$ cat config.mk
export PLATFORM = sky130hd
export DESIGN_NAME = instruction_fetch
export DESIGN_NICKNAME = d
export VERILOG_FILES = /design/src/rtl/instruction_fetch_pkg.sv /design/src/rtl/fetch_skid_fifo.sv /design/src/rtl/instruction_fetch.sv
export SDC_FILE = /design/constraint.sdc
export NUM_CORES = 1
export LEC_CHECK = 0
export CELL_PAD_IN_SITES_DETAIL_PLACEMENT = 1
export CELL_PAD_IN_SITES_GLOBAL_PLACEMENT = 2
export CORE_MARGIN = 8
export CORE_UTILIZATION = 31
export DETAILED_ROUTE_END_ITERATION = 10
export PLACE_DENSITY_LB_ADDON = 0.1
export SLEW_MARGIN = 5
export SYNTH_ARGS = -nofsm -noshare
export SYNTH_HDL_FRONTEND = slang
export SYNTH_SLANG_ARGS = --single-unit
$ cat constraint.sdc
create_clock -name clk -period 11.8 [get_ports clk]
set_input_delay 1.18 -clock clk [delete_from_list [all_inputs] [get_ports clk]]
set_output_delay 1.18 -clock clk [all_outputs]
set_load 0.02 [all_outputs]
$ cat src/rtl/instruction_fetch_pkg.sv
// Shared fetch-stage constants and the {pc, instr} entry type handed to decode.
package instruction_fetch_pkg;

  localparam int unsigned ADDR_WIDTH  = 64;
  localparam int unsigned INSTR_WIDTH = 32;
  localparam int unsigned PC_STEP     = 4;
  localparam logic [ADDR_WIDTH-1:0] RESET_PC = '0;

  typedef struct packed {
    logic [ADDR_WIDTH-1:0]  pc;
    logic [INSTR_WIDTH-1:0] instr;
  } fetch_entry_t;

endpackage

$ cat src/rtl/fetch_skid_fifo.sv
// Two-entry FIFO between fetch and decode; flush empties it without clearing storage.
module fetch_skid_fifo #(
  parameter int unsigned WIDTH = 96
) (
  input  logic             clk,
  input  logic             reset,
  input  logic             flush,
  input  logic             push,
  input  logic [WIDTH-1:0] wdata,
  input  logic             pop,
  output logic             valid,
  output logic             full,
  output logic [WIDTH-1:0] rdata
);

  logic [WIDTH-1:0] mem_q [2];
  logic             rd_ptr_q, wr_ptr_q;
  logic [1:0]       count_q;
  logic             push_eff, pop_eff;

  assign valid    = (count_q != 2'd0);
  assign full     = (count_q == 2'd2);
  assign rdata    = mem_q[rd_ptr_q];
  assign pop_eff  = pop & valid;
  // A full FIFO accepts a write only when the head leaves in the same cycle.
  assign push_eff = push & (!full | pop_eff);

  always_ff @(posedge clk) begin
    if (reset) begin
      mem_q[0] <= '0;
      mem_q[1] <= '0;
      rd_ptr_q <= 1'b0;
      wr_ptr_q <= 1'b0;
      count_q  <= 2'd0;
    end else if (flush) begin
      rd_ptr_q <= 1'b0;
      wr_ptr_q <= 1'b0;
      count_q  <= 2'd0;
    end else begin
      if (push_eff) begin
        mem_q[wr_ptr_q] <= wdata;
        wr_ptr_q        <= ~wr_ptr_q;
      end
      if (pop_eff) begin
        rd_ptr_q <= ~rd_ptr_q;
      end
      case ({push_eff, pop_eff})
        2'b10:   count_q <= count_q + 2'd1;
        2'b01:   count_q <= count_q - 2'd1;
        default: count_q <= count_q;
      endcase
    end
  end

endmodule

$ cat src/rtl/instruction_fetch.sv
// Fetch stage: owns the PC, drives InstructionMemory, buffers {pc, instr} for decode,
// and handles redirects, halt and misaligned-target faults.
module instruction_fetch #(
  parameter int unsigned ADDR_WIDTH  = instruction_fetch_pkg::ADDR_WIDTH,
  parameter int unsigned INSTR_WIDTH = instruction_fetch_pkg::INSTR_WIDTH,
  parameter logic [ADDR_WIDTH-1:0] RESET_PC = instruction_fetch_pkg::RESET_PC,
  parameter int unsigned PC_STEP     = instruction_fetch_pkg::PC_STEP
) (
  input  logic                   clk,
  input  logic                   reset,
  output logic [ADDR_WIDTH-1:0]  pc_out,
  input  logic [63:0]            instr_in,
  input  logic                   halt,
  input  logic                   redirect_valid,
  input  logic [ADDR_WIDTH-1:0]  redirect_target,
  output logic                   out_valid,
  input  logic                   out_ready,
  output logic [ADDR_WIDTH-1:0]  out_pc,
  output logic [INSTR_WIDTH-1:0] out_instr,
  output logic                   fault,
  output logic [ADDR_WIDTH-1:0]  fault_addr
);

  import instruction_fetch_pkg::*;

  typedef struct packed {
    logic [ADDR_WIDTH-1:0]  pc;
    logic [INSTR_WIDTH-1:0] instr;
  } entry_t;

  logic [ADDR_WIDTH-1:0] pc_q, fault_addr_q;
  logic                  fault_q;
  logic                  pop, push, misaligned, fifo_full;
  entry_t                wr_entry, head;
  logic                  unused_instr_hi;

  assign unused_instr_hi = ^instr_in[63:INSTR_WIDTH];

  assign pc_out     = pc_q;
  assign fault      = fault_q;
  assign fault_addr = fault_addr_q;
  assign out_pc     = head.pc;
  assign out_instr  = head.instr;

  assign misaligned = |redirect_target[1:0];
  assign pop        = out_valid & out_ready;
  assign push       = !halt & !fault_q & !redirect_valid & (!fifo_full | pop);
  assign wr_entry   = '{pc: pc_q, instr: instr_in[INSTR_WIDTH-1:0]};

  // Redirect flushes the buffer, discarding any pop in the same cycle.
  fetch_skid_fifo #(
    .WIDTH($bits(entry_t))
  ) u_fifo (
    .clk   (clk),
    .reset (reset),
    .flush (redirect_valid),
    .push  (push),
    .wdata (wr_entry),
    .pop   (pop),
    .valid (out_valid),
    .full  (fifo_full),
    .rdata (head)
  );

  always_ff @(posedge clk) begin
    if (reset) begin
      pc_q         <= RESET_PC;
      fault_q      <= 1'b0;
      fault_addr_q <= '0;
    end else if (redirect_valid) begin
      if (misaligned) begin
        fault_q <= 1'b1;
        // Keep the first offending target if faults repeat.
        if (!fault_q) begin
          fault_addr_q <= redirect_target;
        end
      end else begin
        pc_q <= redirect_target;
      end
    end else if (push) begin
      pc_q <= pc_q + ADDR_WIDTH'(PC_STEP);
    end
  end

endmodule

[Word-level counts from Yosys, hierarchy flattened]
Memory sizes are Yosys's and may differ from the RTL's. A register that Yosys moved wholly into a read port is not among the register bits.
Index checks and enable logic that the tools add are counted.
Word-level totals
  memories kept: 1
  output and inout port bits: 226
  memory bits (writable): 192
  bits in latches: 0
  ROM bits: 0
  bits in registers: 133
Operators by class
  multiplexer cells: 15
  $mul: 0
  $lt $le $gt $ge: 0
  shift-type cells: 0
  reduce and logical (&&, ||, !) cells: 13
  bitwise operators: 11
  $add $sub $neg: 3
  equal/unequal tests: 4
  divide/modulo/power cells: 0
Memory list
  u_fifo.mem_q: words 2, bits a word 96, read ports 1, clocked after Yosys merged registers in 1, write ports 2, line fetch_skid_fifo.sv:16  | logic [WIDTH-1:0] mem_q [2];
Operator list (number)
  64-bit 2-to-1 mux: 3
  96-bit 2-to-1 mux: 1
  96-bit OR reduction: 1
  64-bit by 3-bit adder with 64-bit output, second input constant: 1
  1-bit 2-to-1 mux: 10
  1-bit AND: 6
  2-bit nonzero test: 3
  2-bit == test, second input constant: 2
  1-bit zero test: 4
  2-bit case mux with 2 select lines: 1
  2-bit AND reduction: 2
  2-bit OR reduction: 2
  1-bit inverter: 3
  3-bit AND reduction: 1
  2-bit by 1-bit adder with 2-bit output, second input constant: 1
  2-bit by 1-bit == test with 1-bit output, second input constant: 1
  2-bit inequality test, second input constant: 1
  1-bit bitwise OR: 2
  2-bit by 1-bit subtractor with 2-bit output, second input constant: 1

[Depth between registers and ports, before layout]
Gate-level depths: netlist of run 1.
  word-level depth: 11
  mapped depth: 9
  depth with buffers taken out: 7

[Cells and area by module]
From an unflattened synthesis of run 1, not the netlist that was laid out.
Unflattened totals
  cell total of the unflattened synthesis: 1422
  area, all modules: 15163.3 um^2
By module, submodules not included
  fetch_skid_fifo: area each 8594.5 um^2, sequential area each 5865.6 um^2, cells each 545, instances 1
  instruction_fetch: area each 6568.8 um^2, sequential area each 2582.5 um^2, cells each 877, instances 1

[Worst setup path before layout of run 1]
OpenSTA, ideal clock, no wires.
  kind: input-to-reg
  start point: in redirect_valid
  end point: mem u_fifo.mem_q[0][0] (enable)
  buffers on the path: 2
  cell stages on the path: 6
  slack: 2.311 ns
  data arrival time: 8.806 ns
  cell sequence: buf_6 > or3_4 > nor2_4 > inv_2 > clkbuf_1 > o21ai_0
RTL lines
  start: declaration: line instruction_fetch.sv:14  | input logic redirect_valid,
  end: declaration: line fetch_skid_fifo.sv:16

==> impl_results.md, run 1 <==
* Status: finished, final reports clean
* Setup TNS at 0 ns
* Final Net Count at 1851
* Final Hold Fails at 0
* Final Non-Filler Cells at 2369
* Ranking of synthesized cells by area: edfxtp_1 38%, dfxtp_1 18%, and2_1 8.0%
* Detail Route Antenna Nets at 0
* LEAKAGE at ~0.0069 uW
* Global-route wire length before repair at 86000 um
* Post-synth top area share at 38.1%
* PwrDens at 142 nW/um2
* CP arrival at 3.14 ns
* Vias/cell at 5.31
* Relative slew slack at 25.5%
* VDD IR max at 0.0818 mV
* Sw Ratio at 25.7%
* Vias in the first global route at 13.1k
* Total wire length at 58000 um
* GRT Resource Usage Total at around 20%
* Port bufs at 326
* Slowest CP cell: buf_4
* Clk slew on worst S/H paths at 0.06 ns
* Clock Tree Buf Depth at 3
* Fill cell count at 5321
* Post-synth top area cell: edfxtp_1
* Worst Setup Start Kind: flip-flop
* Max Cap Viol at 0
* Power Internal at ~2100 uW
* Hold_buf cts at 0
* Req. time, crit path at 10.62 ns
* Main synth FF type: edfxtp_1
* Placed cells at 2296
* Max Slew Vio Count at 0
* Synth unique cells at between 60 and 70
* Post-Syn Area at 15100 um2
* Sequential share of the synthesized area at 55.9%
* Synth Net Count at 1580
* Crit path time final at 4.32 ns
* Layout area overhead at 33.6%
* Ports at 359
* Share of cells above drive strength 1 at 11.0%
* Sequential power share at 45.4%
* Commonest non-fill, non-tap cell in the layout: clkdlybuf4s50_1
* Critical Path, Cell by Cell: buf_4 -> mux2_2 -> clkdlybuf4s50_1
* CTS sink cnt at about 330
* Worst setup EP type: output port
* # setup viols final at 0
* Worst-skew pair later-pin latency at 0.57 ns
* Max FO, Critical Path at 72
* Clock Skew at 0.0215 ns
* Die Area at 56100 um2
* Row Count at 81
* Comb pwr share at ~12%
* Postcts setup bufs at 0
* Initial antenna violation count at 0
* Unrepaired setup endpoints after global routing: no
* CP Class: reg2out
* Residual DRC at 0
* Syn avg cell area at around 10 um2
* GRT Residual Overflow at 0
* DP Worst Slack at 6.98 ns
* Worst Tran Pin Value at 1.11 ns
* Initial drt markers at 717
* Core Footprint at approximately 50000 um2
* Cells after Synth at 1445
* Die width at 237 um
* Routability cong. at 0.800
* Post-synth ARST share at 0%
* CP peak stage delay at 0.88 ns
* Die height at about 240 um
* HP Class: reg2reg
* Area of the multi-input gates at just over 6000 um2
* First-pass detailed-route iteration total at 5
* CTS Buf Count at 40
* Number of enable flip-flop cells after synthesis at 192
* Tcrit/Tclk final at 36.6%
* Post-DP HPWL at 39500 um
* Yosys warns at 0
* Switching Power at around 740 uW
* WL/cell at about 24 um
* Pin count of the biggest net entering global routing at 97
* Clock root cell: clkbuf_16
* Yosys reg bits at about 330
* Post-CTS Resized at 0
* Most frequent cells in the layout: 324 x clkdlybuf4s50_1, 202 x nand2_1, 193 x and2_1, 192 x edfxtp_1, 133 x dfxtp_1
* CTS H-tree depth at 2
* Initial Util at a little under a third
* Setup ws final at about 7.5 ns
* CTS tree: yes
* Total area of sequential cells at 8450 um2
* Clock network power share at 43.1%
* Max Clk Rate at 0.231 GHz
* Vias at 12.6k
-- logic make-up (layout without fill, tap and decap cells) --
| logic type | after synthesis | in the layout | share of synthesized area [%] |
|---|---|---|---|
| AND/OR/NAND/NOR | 664 | 664 | 23.7 |
| flip-flops | 326 | 326 | 55.9 |
| AO/OA/AOI/OAI | 217 | 217 | 8.94 |
| buffers and inverters | 126 | 425 | 3.24 |
| multiplexers | 106 | 106 | 7.83 |
| XOR/XNOR | 4 | 4 | 0.232 |
| adder cells (fa/ha/maj) | 2 | 2 | 0.166 |
| other | 0 | 3 | 0 |
-- metal layers --
metal / wire length [um] / global-route usage, %
met3: 4110 / 5.45
met4: 1670 / 7.21
met2: 25000 / 29.4
met1: 27200 / 27.8
met5: 0 / 0
-- state kept, by name, indices dropped and copies added, names as in the netlist, named ones only --
signal           count
pc_out              64
u_fifo.wr_ptr_q      1
fault_addr          64
fault                1
u_fifo.count_q       2
u_fifo.mem_q       192
u_fifo.rd_ptr_q      1
-- cell usage after synthesis, types with 23 or more instances --
library cell / instances
nand2_1: 203
and2_1: 193
edfxtp_1: 192
dfxtp_1: 134
clkbuf_1: 102
mux2_2: 98
a21oi_1: 90
nand4_1: 48
nand3_1: 44
nor2_1: 43
a31oi_1: 33
and3_1: 23
nor4_1: 23
-- power groups by stage --
stage               sequential (uW)  combinational, uW  clock, uW
floorplan                      1340                141          0
global placement               1320                335          0
detailed placement             1330                337          0
CTS                            1300                339       1270
global route                   1310                356       1320
finish                         1300                332       1240
-- critical path, delay by kind of cell, from the launching register on --
family,cells,cell delay (ns)
buffers and inverters,2,1.52
flip-flops,1,0.58
multiplexers,1,0.42
-- through the flow --
step	hold WS [ns]	util [%]	power, uW	area [um2]
floorplan	0.469	-	1480	15100
global placement	0.442	38.9	1660	18900
detailed placement	0.450	38.9	1660	18900
CTS	0.455	41.6	2920	20200
global route	0.473	41.6	2980	20200
finish	0.453	41.6	2870	20200
-- layout make-up --
class                   count  share of cell area (%)
well taps                 622                    3.85
clock inverters            14                   0.830
repair buffers            345                    16.8
diodes                      3                  0.0372
clock buffers              56                    5.56
inverters                  10                   0.186
flip-flops and latches    326                    41.9
multi-input cells         993                    30.8
-- path summary, 6_finish.rpt --
path | startpoint | endpoint | slack, ns | cells past startpoint
setup / recovery | flip-flop | out_pc[34] | 7.48 | 3
setup reg to reg | pc_out[2]$_SDFFE_PP0P_ | pc_out[60]$_SDFFE_PP0P_ | 8.22 | 6
hold / removal | fault_addr[9]$_SDFFE_PP0P_ | fault_addr[9]$_SDFFE_PP0P_ | 0.45 | 2
hold reg to reg | fault_addr[9]$_SDFFE_PP0P_ | fault_addr[9]$_SDFFE_PP0P_ | 0.45 | 2
(Power assumes the default switching activity.)
==> run 2, diff against run 1 <==
- clock period: 11.8 -> 4.5 ns (I/O delays scaled with it)
==> impl_results.md, run 2 (synthesis results as in run 1) <==
* Status: finished, final reports clean (unchanged)
* Cell mode on critical path: nand4_1
* CP arrival at 3.64 ns (was 3.14 ns)
* Max Clk Rate at 0.320 GHz
* Share of cells above drive strength 1 at 12.0% (was 11.0%)
* Die Area at 56100 um2 (unchanged)
* Hold depth at 2 (unchanged)
* Routability cong. at 0.802 (was 0.800)
* Row Count at 81 (unchanged)
* Commonest non-fill, non-tap cell in the layout: clkdlybuf4s50_1 (unchanged)
* HP Class: in2reg (was reg2reg)
* Clock root cell: clkbuf_16 (unchanged)
* Ports at 359 (unchanged)
* Worst setup EP type: flip-flop (was output port)
* Worst Tran Pin Value at 0.873 ns (was 1.11 ns)
* Initial Util at 31.1% (unchanged)
* LEAKAGE at 0.00702 uW (was 0.00691 uW)
* Final Hold Fails at 0 (unchanged)
* Vias in the first global route at 13.0k (was 13.1k)
* CP peak stage delay at 0.66 ns (was 0.88 ns)
* Reg2Reg Depth at 6 (unchanged)
* Post-layout util at 42.0% (was 41.6%)
* # setup viols final at 0 (unchanged)
* Relative slew slack at 41.8% (was 25.5%)
* Vias at 12.7k (was 12.6k)
* Critical Path, Cell by Cell: ha_1 -> nand4_1 -> nor2_1 -> nand3_1 -> or4_1 -> nand4_1 (was buf_4 -> mux2_2 -> clkdlybuf4s50_1)
* CTS sink cnt at 326 (unchanged)
* Max Cap Viol at 0 (unchanged)
* CTS H-tree depth at 2 (unchanged)
* GRT Residual Overflow at 0 (unchanged)
* Setup TNS at 0 ns (unchanged)
* Max FO, Critical Path at 12 (was 72)
* Post-CTS Resized at 0 (unchanged)
* Pin count of the biggest net entering global routing at 97 (unchanged)
* Total wire length at 58100 um (was 58000 um)
* Worst-skew pair later-pin latency at 0.57 ns (about the same)
* Slowest CP cell: or4_1 (was buf_4)
* Number of flip-flops in the largest register at 192 (unchanged)
* Tcrit/Tclk final at a little over two thirds
* PwrDens at 366 nW/um2 (was 142 nW/um2)
* Most frequent cells in the layout: 324 x clkdlybuf4s50_1, 202 x nand2_1, 193 x and2_1, 192 x edfxtp_1, 133 x dfxtp_1 (unchanged)
* Die width at 237 um (unchanged)
* WL/cell at 24.3 um (was 24.5 um)
* VDD IR max at 0.217 mV (was 0.0818 mV)
* Hold_buf cts at 0 (unchanged)
* Clk slew on worst S/H paths at 0.06 ns (about the same)
* Initial drt markers at 696 (was 717)
* CTS Buf Count at 41 (was 40)
* Post-DP HPWL at 40600 um (was 39500 um)
* First-pass detailed-route iteration total at 5 (unchanged)
* Clock Tree Buf Depth at 3 (unchanged)
* Unrepaired setup endpoints after global routing: no (unchanged)
* Crit path time final at 3.13 ns
* Global-route wire length before repair at 86300 um (was 86000 um)
* CP Class: reg2reg (was reg2out)
* Final Net Count at 1867 (was 1851)
* Layout area overhead at 34.9% (was 33.6%)
* Core Footprint at 48500 um2 (unchanged)
* Top reg by flops: u_fifo.mem_q (unchanged)
* Max Slew Vio Count at 0 (unchanged)
* Die height at 237 um (unchanged)
* Residual DRC at 0 (unchanged)
* Initial antenna violation count at 0 (unchanged)
* Postcts setup bufs at 0 (unchanged)
* Detail Route Antenna Nets at 0 (unchanged)
* Req. time, crit path at 5.01 ns (was 10.62 ns)
* Worst Setup Start Kind: flip-flop (unchanged)
* Port bufs at 326 (unchanged)
* CTS tree: yes (unchanged)
* GRT Resource Usage Total at 20.0% (about the same)
* Vias/cell at 5.30 (was 5.31)
* Clock Skew at 0.0255 ns (was 0.0215 ns)
run 2: cell types whose count changed in the layout (fill, tap and decap cells not counted):
cell | before | now
buf_12 | 0 | 9
clkinv_1 | 7 | 10
inv_6 | 0 | 1
bufinv_16 | 3 | 0
inv_16 | 2 | 0
clkinv_2 | 3 | 8
clkbuf_1 | 11 | 8
buf_4 | 20 | 26
clkbuf_16 | 41 | 43
clkbuf_8 | 4 | 6
diode_2 | 3 | 2
run 2: layout make-up:
| cell class | count | area (um2) |
|---|---|---|
| Tap cell | 622 | 778 |
| Sequential cell | 326 | 8450 |
| Antenna cell | 2 | 5.00 |
| Clock inverter | 18 | 82.6 |
| Clock buffer | 57 | 1190 |
| Timing Repair Buffer | 360 | 3620 |
| Multi-Input combinational cell | 993 | 6230 |
| Fill cell | 5305 | 28200 |
| Inverter | 10 | 37.5 |
run 2: report_power, final:
group	total [uW]	internal, uW	switching, uW
Sequential	3410	3300	117
Clock	3140	1840	1310
Combinational	900	397	503
Total	7450	5530	1920
run 2: layer usage:
layer / track usage [%] / wire [um] / vias to the layer above
met5: 0 / 0 / -
met1: 27.3 / 27100 / 6370
met3: 5.73 / 3920 / 71
met4: 5.06 / 1280 / 0
li1: - / - / 5855
met2: 30.9 / 25800 / 368
run 2: worst paths after layout:
path | startpoint | end | slack (ns)
worst max-delay path | pc_out[3]$_SDFFE_PP0P_ | pc_out[58]$_SDFFE_PP0P_ | 1.37
worst min-delay path | reset | pc_out[62]$_SDFFE_PP0P_ | 0.18
worst max register to register | pc_out[3]$_SDFFE_PP0P_ | pc_out[58]$_SDFFE_PP0P_ | 1.37
worst min register to register | fault_addr[28]$_SDFFE_PP0P_ | fault_addr[28]$_SDFFE_PP0P_ | 0.45
run 2: through the flow:
step | cell area, um2 | worst slack, ns | power, uW | hold slack (ns) | std cells
after global routing | 20400 | 1.24 | 7760 | 0.162 | 2386
after detailed placement | 19100 | 1.38 | 4380 | 0.447 | 2311
final | 20400 | 1.37 | 7450 | 0.177 | 2388
after CTS | 20400 | 1.36 | 7580 | 0.143 | 2386
after global placement | 19100 | 1.40 | 4370 | 0.442 | 2311
after floorplan | 15100 | 0.183 | 3860 | 0.469 | 1445
run 2: worst max-delay path: cells and delay by family, from the launching register on:
kind	cells	cell delay [ns]
AND/OR/NAND/NOR	5	2.16
flip-flops	1	0.54
adder cells (fa/ha/maj)	1	0.38
==> run 3, diff against run 2 <==
- CORE_UTILIZATION: 31 -> 28
- clock period: 4.5 -> 2.6 ns (I/O delays scaled with it)
==> impl_results.md, run 3 (synthesis results as in run 1) <==
* Pwr Total at 13100 uW (was 7450 uW)
* Relative slew slack at 29.5% (was 41.8%)
* Final Net Count at 1965 (was 1867)
* Worst setup EP type: output port (was flip-flop)
* Number of flip-flops in the largest register at 192 (unchanged)
* Req. time, crit path at 2.34 ns (was 5.01 ns)
* Worst Setup Start Kind: flip-flop (unchanged)
* Clock Tree Buf Depth at 3 (unchanged)
* Reg2reg start: pc_out[18]$_SDFFE_PP0P_ (was pc_out[3]$_SDFFE_PP0P_)
* GRT Resource Usage Total at 19.2% (was 20.0%)
* Initial Util at 28.2% (was 31.1%)
* First-pass detailed-route iteration total at 5 (unchanged)
* Ports at 359 (unchanged)
* PwrDens at 613 nW/um2 (was 366 nW/um2)
* R2R Path End: pc_out[55]$_SDFFE_PP0P_ (was pc_out[58]$_SDFFE_PP0P_)
* Residual DRC at 0 (unchanged)
* Setup TNS at 0 ns (unchanged)
* Post-layout util at 39.9% (was 42.0%)
* Die Area at 61700 um2 (was 56100 um2)
* Post-DP HPWL at 44900 um (was 40600 um)
* CTS Buf Count at 42 (was 41)
* Total wire length at 61100 um (was 58100 um)
* Port bufs at 326 (unchanged)
* Final Hold Fails at 0 (unchanged)
* Worst Tran Pin Value at 1.05 ns (was 0.873 ns)
* Hold_buf cts at 0 (unchanged)
* Max FO, Critical Path at 37 (was 12)
* Hold depth at 3 (was 2)
* Fin Hold WS at 0.161 ns (was 0.177 ns)
* GRT Residual Overflow at 0 (unchanged)
* Worst reg-to-reg setup slack at 0.13 ns (was 1.37 ns)
* CP Class: reg2out (was reg2reg)
* CTS tree: yes (unchanged)
* Top reg by flops: u_fifo.mem_q (unchanged)
* CTS H-tree depth at 2 (unchanged)
* Max Cap Viol at 0 (unchanged)
* Commonest non-fill, non-tap cell in the layout: clkdlybuf4s50_1 (unchanged)
* Detail Route Antenna Nets at 0 (unchanged)
* Worst-skew pair later-pin latency at 0.56 ns (was 0.57 ns)
* Fill cell count at 5914 (was 5305)
* Row Count at 85 (was 81)
* Vias in the first global route at 13.4k (was 13.0k)
* Reg2Reg Depth at 8 (was 6)
* Global-route wire length before repair at 89200 um (was 86300 um)
* Vias at 13.0k (was 12.7k)
* VDD IR max at 0.390 mV (was 0.217 mV)
* HP Class: in2reg (unchanged)
* CP peak stage delay at 0.57 ns (was 0.66 ns)
* CP endpoint: out_pc[24] (was pc_out[58]$_SDFFE_PP0P_)
* # setup viols final at 0 (unchanged)
* CTS sink cnt at 326 (unchanged)
* Share of cells above drive strength 1 at 16.6% (was 12.0%)
* Die width at 248 um (was 237 um)
* Pin count of the biggest net entering global routing at 55 (was 97)
* DP Worst Slack at 0.0363 ns (was 1.38 ns)
* Layout area overhead at 41.7% (was 34.9%)
* Routability cong. at 0.840 (was 0.802)
* Vias/cell at 5.08 (was 5.30)
* Status: finished, final reports clean (unchanged)
* Clk slew on worst S/H paths at 0.06 ns (about the same)
* Slowest CP cell: clkdlybuf4s50_1 (was or4_1)
* LEAKAGE at 0.00773 uW (was 0.00702 uW)
* Initial antenna violation count at 0 (unchanged)
* CP arrival at 2.26 ns (was 3.64 ns)
* Critical Path, Cell by Cell: buf_16 -> mux2_2 -> clkdlybuf4s50_1 (was ha_1 -> nand4_1 -> nor2_1 -> nand3_1 -> or4_1 -> nand4_1)
* Most frequent cells in the layout: 301 x clkdlybuf4s50_1, 202 x nand2_1, 193 x and2_1, 192 x edfxtp_1, 132 x dfxtp_1 (was 324 x clkdlybuf4s50_1, 202 x nand2_1, 193 x and2_1, 192 x edfxtp_1, 133 x dfxtp_1)
* Core Footprint at 53600 um2 (was 48500 um2)
* Tcrit/Tclk final at between 90 and 100%
* Max Slew Vio Count at 0 (unchanged)
* Initial drt markers at 673 (was 696)
* Crit path time final at 2.52 ns
* Max Clk Rate at 0.396 GHz
* Clock Skew at 0.0146 ns (was 0.0255 ns)
* WL/cell at 23.9 um (was 24.3 um)
* Die height at 248 um (was 237 um)
* Setup ws final at 0.0777 ns (was 1.37 ns)
* Clock root cell: clkbuf_16 (unchanged)
[run 3: cell types whose count changed in the layout (fill, tap and decap cells not counted), moves of 2 or more]
| cell | change |
|---|---|
| buf_12 | +7 |
| clkinvlp_4 | +2 |
| clkinv_8 | +2 |
| buf_16 | +2 |
| clkinv_2 | -2 |
| clkbuf_1 | +5 |
| buf_4 | +86 |
| dlymetal6s2s_1 | +9 |
| clkbuf_8 | -2 |
| clkdlybuf4s50_1 | -23 |
| dlygate4sd2_1 | +14 |
| clkinv_1 | -3 |
[run 3: what timing repair did]
item | in CTS | in global routing
gates resized for setup | 16 | 9
cloned | 0 | 1
setup buffers | 1 | 5
endpoints found under the setup margin | 78 | 51
[run 3: worst min path at each step]
stage,startpoint,end,slack (ns)
floorplan,redirect_target[24],pc_out[24]$_SDFFE_PP0P_,0.40
global placement,fault_addr[39]$_SDFFE_PP0P_,fault_addr[39]$_SDFFE_PP0P_,0.44
detailed placement,fault_addr[19]$_SDFFE_PP0P_,fault_addr[19]$_SDFFE_PP0P_,0.45
CTS,redirect_valid,pc_out[38]$_SDFFE_PP0P_,0.12
global route,redirect_valid,pc_out[38]$_SDFFE_PP0P_,0.17
finish,redirect_valid,pc_out[38]$_SDFFE_PP0P_,0.16
[run 3: cell type report]
cell class	instances	area, um2	share of cell area (%)
sequential	326	8450	39.5
multi-input combinational	993	6230	29.1
timing repair buffer	457	4500	21.0
clock buffer	60	1180	5.51
tap	696	871	4.07
clock inverter	17	130	0.608
inverter	10	37.5	0.175
antenna	2	5.00	0.0234
[run 3: power breakdown]
group	leakage, uW	internal (uW)	switching [uW]
registers	0.00310	5710	130
clock network	0.000635	3260	2310
logic	0.00400	759	971
total	0.00773	9730	3410
[run 3: critical path, delay by kind of cell, from the launching register on]
kind | cells | cell delay (ns)
muxes | 1 | 0.37
buffers and inverters | 2 | 0.82
DFF | 1 | 0.48
[run 3: per-stage QoR]
| stage | instances | instance area, um2 |
|---|---|---|
| CTS | 2553 | 21300 |
| detailed placement | 2475 | 20000 |
| global placement | 2475 | 20000 |
| global route | 2559 | 21400 |
| finish | 2561 | 21400 |
| floorplan | 1445 | 15200 |
[run 3: routing by layer]
layer | global-route usage (%) | wire (um) | up-vias
li1 | - | - | 6050
met3 | 4.60 | 4210 | 71
met5 | 0 | 0 | -
met2 | 31.1 | 28100 | 383
met4 | 3.91 | 1010 | 0
met1 | 26.1 | 27800 | 6511
